### src/rtl/rand_pkg.sv
// Shared types and constants for the LFSR seed/arbitration controller.
// Holds the controller state encoding and the seed zero-fix helper.
package rand_pkg;

  localparam int RND_W = 32;
  localparam int GAP_W = 8;
  localparam logic [RND_W-1:0] SEED_ZERO_FIX = 32'h1;

  typedef enum logic [2:0] {
    UNSEEDED,
    LOAD,
    WARM,
    IDLE,
    GAP
  } state_t;

  // An all-zero seed would lock the LFSR, so it is replaced by a fixed non-zero word.
  function automatic logic [RND_W-1:0] fix_seed(input logic [RND_W-1:0] v);
    return (v == '0) ? SEED_ZERO_FIX : v;
  endfunction

endpackage

### src/rtl/rr_picker.sv
// Combinational round-robin search: first set request at or after ptr_i, wrapping modulo N.
// Zero latency; found_o low when no request is set.
module rr_picker #(
  parameter int N = 4,
  localparam int IDX_W = $clog2(N)
) (
  input  logic [N-1:0]     req_i,
  input  logic [IDX_W-1:0] ptr_i,
  output logic             found_o,
  output logic [IDX_W-1:0] idx_o
);

  logic [IDX_W:0] pos;

  always_comb begin
    found_o = 1'b0;
    idx_o   = '0;
    pos     = '0;
    for (int i = 0; i < N; i++) begin
      pos = {1'b0, ptr_i} + (IDX_W+1)'(i);
      if (pos >= (IDX_W+1)'(N)) begin
        pos = pos - (IDX_W+1)'(N);
      end
      if (!found_o && req_i[pos[IDX_W-1:0]]) begin
        found_o = 1'b1;
        idx_o   = pos[IDX_W-1:0];
      end
    end
  end

endmodule

### src/rtl/random_arbiter.sv
// Seeds the shared LFSR from a free-running counter on the first user event, then round-robins it with a decorrelation gap.
// Optional RANDOM_LOCKUP_CHECK_EN: reseed when the LFSR reads all-zero and expose a sticky lockup_o flag.
module random_arbiter
  import rand_pkg::*;
#(
  parameter int N_REQ  = 4,
  parameter int STRIDE = 32,
  parameter int WARMUP = 32,
  localparam int IDX_W = $clog2(N_REQ)
) (
  input  logic             clk,
  input  logic             rst,
  input  logic             seed_evt_i,
  input  logic [N_REQ-1:0] req_i,
  output logic [N_REQ-1:0] ack_o,
  output logic [IDX_W-1:0] gnt_id_o,
  output logic [RND_W-1:0] rnd_o,
  output logic             ready_o,
  output logic [RND_W-1:0] seed_o,
  output logic             seed_v_o,
  input  logic [RND_W-1:0] random_i
`ifdef RANDOM_LOCKUP_CHECK_EN
  ,
  output logic             lockup_o
`endif
);

  state_t             state_q, state_d;
  logic [RND_W-1:0]   fc_q, fc_d;
  logic [GAP_W-1:0]   gap_q, gap_d;
  logic [IDX_W-1:0]   ptr_q, ptr_d;
  logic [N_REQ-1:0]   ack_q, ack_d;
  logic [IDX_W-1:0]   gnt_id_q, gnt_id_d;
  logic [RND_W-1:0]   rnd_q, rnd_d;
  logic [RND_W-1:0]   seed_q, seed_d;
  logic               seed_v_q, seed_v_d;
`ifdef RANDOM_LOCKUP_CHECK_EN
  logic               lockup_q, lockup_d;
`endif

  logic               pick_vld;
  logic [IDX_W-1:0]   pick_idx;
  logic               ready;
  logic               reseed;
  logic               lock_hit;

  rr_picker #(.N(N_REQ)) u_picker (
    .req_i   (req_i),
    .ptr_i   (ptr_q),
    .found_o (pick_vld),
    .idx_o   (pick_idx)
  );

  assign ready  = (state_q == IDLE) || (state_q == GAP);
  assign reseed = seed_evt_i && (state_q != LOAD);

`ifdef RANDOM_LOCKUP_CHECK_EN
  assign lock_hit = ready && (random_i == '0);
`else
  assign lock_hit = 1'b0;
`endif

  always_comb begin
    state_d  = state_q;
    fc_d     = fc_q + RND_W'(1);
    gap_d    = gap_q;
    ptr_d    = ptr_q;
    ack_d    = '0;
    gnt_id_d = gnt_id_q;
    seed_d   = seed_q;
    seed_v_d = 1'b0;
    rnd_d    = (|ack_q) ? random_i : rnd_q;
`ifdef RANDOM_LOCKUP_CHECK_EN
    lockup_d = lockup_q;
`endif

    case (state_q)
      UNSEEDED: ;
      LOAD: begin
        gap_d   = GAP_W'(WARMUP);
        state_d = WARM;
      end
      WARM, GAP: begin
        gap_d = gap_q - GAP_W'(1);
        if (gap_q <= GAP_W'(1)) begin
          state_d = IDLE;
        end
      end
      IDLE: begin
        if (pick_vld) begin
          ack_d[pick_idx] = 1'b1;
          gnt_id_d        = pick_idx;
          ptr_d           = (pick_idx == IDX_W'(N_REQ-1)) ? '0 : pick_idx + IDX_W'(1);
          gap_d           = GAP_W'(STRIDE);
          state_d         = GAP;
        end
      end
      default: state_d = UNSEEDED;
    endcase

    // A reseed (user event or LFSR lockup) pre-empts any grant decided this cycle.
    if (reseed || lock_hit) begin
      state_d  = LOAD;
      ack_d    = '0;
      gnt_id_d = gnt_id_q;
      ptr_d    = ptr_q;
      gap_d    = gap_q;
      seed_v_d = 1'b1;
      seed_d   = lock_hit ? (fc_q | SEED_ZERO_FIX) : fix_seed(fc_q);
`ifdef RANDOM_LOCKUP_CHECK_EN
      lockup_d = lockup_q | lock_hit;
`endif
    end
  end

  always_ff @(posedge clk or negedge rst) begin
    if (!rst) begin
      state_q  <= UNSEEDED;
      fc_q     <= '0;
      gap_q    <= '0;
      ptr_q    <= '0;
      ack_q    <= '0;
      gnt_id_q <= '0;
      rnd_q    <= '0;
      seed_q   <= '0;
      seed_v_q <= 1'b0;
`ifdef RANDOM_LOCKUP_CHECK_EN
      lockup_q <= 1'b0;
`endif
    end else begin
      state_q  <= state_d;
      fc_q     <= fc_d;
      gap_q    <= gap_d;
      ptr_q    <= ptr_d;
      ack_q    <= ack_d;
      gnt_id_q <= gnt_id_d;
      rnd_q    <= rnd_d;
      seed_q   <= seed_d;
      seed_v_q <= seed_v_d;
`ifdef RANDOM_LOCKUP_CHECK_EN
      lockup_q <= lockup_d;
`endif
    end
  end

  assign ack_o    = ack_q;
  assign gnt_id_o = gnt_id_q;
  // The word is handed out live in the ack cycle and frozen afterwards.
  assign rnd_o    = (|ack_q) ? random_i : rnd_q;
  assign ready_o  = ready;
  assign seed_o   = seed_q;
  assign seed_v_o = seed_v_q;
`ifdef RANDOM_LOCKUP_CHECK_EN
  assign lockup_o = lockup_q;
`endif

endmodule

### config.mk
export PLATFORM = sky130hd
export DESIGN_NAME = random_arbiter
export DESIGN_NICKNAME = d
export VERILOG_FILES = /design/src/rtl/rand_pkg.sv /design/src/rtl/rr_picker.sv /design/src/rtl/random_arbiter.sv
export SDC_FILE = /design/constraint.sdc
export NUM_CORES = 1
export LEC_CHECK = 0
export CORE_ASPECT_RATIO = 1.75
export CORE_MARGIN = 1
export CORE_UTILIZATION = 60
export DETAILED_ROUTE_END_ITERATION = 12
export DONT_BUFFER_PORTS = 1
export GPL_TIMING_DRIVEN = 0
export PLACE_DENSITY = 0.76
export SYNTH_ARGS = -nofsm -noshare
export SYNTH_HDL_FRONTEND = slang
export SYNTH_SLANG_ARGS = --single-unit
### constraint.sdc
create_clock -name clk -period 2.82 [get_ports clk]
set_clock_uncertainty 0.15 [all_clocks]
set_input_delay 0.423 -clock clk [delete_from_list [all_inputs] [get_ports clk]]
set_output_delay 0.423 -clock clk [all_outputs]
set_load 0.01 [all_outputs]
==> flow_summary.yaml <==
cells_and_area:
  layout.nets: 520
  area_delta_synth_final_pct: 14.1
  drive_above_1_share_pct: 15.9
  antenna-diode-count: 0
synthesis:
  ys_ff_latch: 116
  syn-mean-instance-area_sq_um: 11.1
  ys_top_cells_by_count: "dfrtp_1 (116), nand2_1 (96), mux2_2 (31)"
  synth_area_sq_um: 5030
  yosysTopAreaCell: "dfrtp_1"
  synth_most_common_cell: "dfrtp_1"
  seq_area_frac_synth_pct: 57.8
  yosysWarnings: 0
  async_flop_share_pct: 100
  synth-edff-count: 0
  synth.top_cell.area_share_pct: 57.8
  synth.area.top_cells: "dfrtp_1 (58%), nand2_1 (7.2%), mux2_2 (6.9%)"
  synth_nets: 501
  syn_inst: 454
  synth_ff_type: "dfrtp_1"
  synth_cell_types: 52
floorplan:
  chipHeight_um: 123
  start_util_pct: 62.7
  dieArea_sq_um: 8760
  rows: 43
  core_sq_um: 8020
  dieWidth_um: 71.2
  ios: 111
timing:
  setup_tns_ns: 0
  final_max_slew_viol_count: 0
  setup_viol: 0
  max_freq_mhz: 372
  period_needed_ns: 2.69
  worst_slew_pin_slew_ns: 0.667
  fin_crit_sh_pct: 95.4
  maxSlewHeadroom_pct: 55.2
  hold_viol: 116
  holdWs_ns: -0.437
  rsz0062_at_grt: "no"
cts:
  cts_buffers: 17
  cts_buffer_depth: 2
  cts_tree: "yes"
  postCtsSetupRepairBufs: 0
  cts_max_level: 4
  cts-root-buf: "clkbuf_16"
  insertion_delay_ns: 0.41
  cts.sinks: 116
  path_clk_slew_ns: 0.05
pwr:
  vdd.ir_drop.worst_mv: 0.519
  powerDensity_nw_per_um2: 979
  p_leak_nw: 2.77
routing:
  drc: 12
  drt-initial-drc-count: 232
  final_antenna_net_count: 0
  drt-total-wl_um: 10800
  vias: 3451
  dr.pass1.iters: 8
  post_drt_wl_per_cell_um: 18.9
  vias_per_cell: 6.00
critical_path:
  path_max_fanout: 10
  crit_type: "flip-flop to primary output"
  required_ns: 2.25
  critPathLaunchType: "flip-flop"
  arrival_ns: 2.12
  critPathSlowestCell: "nor4_2"
  worst_setup_path_end_kind: "primary output"
  cp_slowest_stage_delay_ns: 0.52
  crit_chain: "nor4_2, buf_2, mux2_1"
status:
  violations: "design-rule violations, negative hold slack"
  status: "complete, but fails checks"
grt:
  antenna_found_initial: 0
  grt_overflow: 0
  grt_max_degree: 117
  track_usage_pct: 26.3
  grt_pass1_vias: 3607
  grt_pass1_wl_um: 17200
hold_path:
  hold_path.class: "input pin to asynchronous set/reset pin"
placed_design:
  io_buffers: 0
  dp_hpwl_um: 7510
  gp_congestion: 0.875
run:
  maxCapViolCount: 0
-- routing by layer --
layer / track usage [%] / vias to the layer above / wire (um)
met2: 49.0 / 110 / 6260
li1: - / 1606 / -
met5: 0 / - / 0
met4: 13.5 / 0 / 249
met3: 7.01 / 23 / 598
met1: 26.3 / 1712 / 3740
-- through the flow --
step / area [sq um] / worst slack (ns) / utilization, % / cells / power, W
detailed placement: 5140 / 0.298 / 64.1 / 544 / 0.00355
CTS: 5740 / 0.0861 / 71.6 / 575 / 0.00564
finish: 5740 / 0.128 / 71.6 / 575 / 0.00561
floorplan: 5030 / 0.622 / - / 454 / 0.00325
global route: 5740 / 0.00925 / 71.6 / 575 / 0.00585
global placement: 5140 / 0.328 / 64.1 / 544 / 0.00347
-- cell usage in the layout, fill, tap and decap left out, types with 3 or more instances in the layout --
master and n:
xor2_1 20, o21ai_0 9, nor2_1 11, xnor2_1 11
and2_1 5, a21o_1 3, nand2_1 96, mux2_1 4
nand3_1 16, nor3_1 14, clkbuf_8 7, and3_1 4
and4_1 3, nand4_1 8, nor4_1 15, mux2_2 31
nor3b_1 3, buf_2 5, ha_1 8, dfrtp_1 116
inv_1 16, a21oi_1 5, a221o_1 3, clkbuf_16 17
clkinvlp_4 4, clkbuf_1 10
-- worst max-delay path, delay by kind of cell (launching register included) --
kind	cells	cell delay, ns
buffers and inverters	1	0.34
DFF	1	0.43
muxes	1	0.43
and+or+nand+nor	1	0.52
-- repair_timing --
item / 4_1_cts / 5_1_grt
setup endpoints to repair: 30 / 0
gates resized for setup: 1 / 0
endpoints found under the hold margin: 116 / 116
-- sequential cells by signal, summed over array words and instances, names as in the netlist --
name	flops
fc_q	32
rnd_q	32
seed_o	32
gap_q	8
ack_o	4
state_q	3
gnt_id_o	2
ptr_q	2
seed_v_o	1
-- cells by family after synthesis --
| logic type | count (synthesis) | share of synthesized area (%) |
|---|---|---|
| AND/OR/NAND/NOR | 189 | 18.1 |
| flip-flops | 116 | 57.8 |
| AO/OA/AOI/OAI | 39 | 5.55 |
| multiplexers | 36 | 8.04 |
| buffers and inverters | 35 | 3.14 |
| XOR/XNOR | 31 | 5.40 |
| adder cells (fa/ha/maj) | 8 | 1.99 |
-- power breakdown --
group          internal, W  switching (W)  total (W)
sequential         0.00203       0.000204    0.00224
combinational     0.000508       0.000799    0.00131
clock              0.00136       0.000704    0.00207
-- area by class of cell --
| cell class | count | area [sq um] |
|---|---|---|
| clock buffer | 24 | 522 |
| sequential | 116 | 2900 |
| inverter | 16 | 60.1 |
| multi-input combinational | 303 | 1970 |
| fill | 581 | 2280 |
| buffer | 19 | 97.6 |
| tap | 90 | 113 |
| clock inverter | 7 | 70.1 |
-- path summary, 6_finish.rpt --
path	from	to	slack, ns	depth (start not counted)
max	ack_o[1]	rnd_o[30]	0.13	3
max in group asynchronous	rst	fc_q[21]	2.81	0
min reg2reg	fc_q[14]	fc_q[14]	0.37	1
max reg2reg	state_q[2]	seed_o[0]	0.66	7
min in group clk	random_i[19]	rnd_q[19]	0.08	1
min	rst	state_q[2]	-0.44	0
Note: power is estimated with default switching activity, not from simulation.
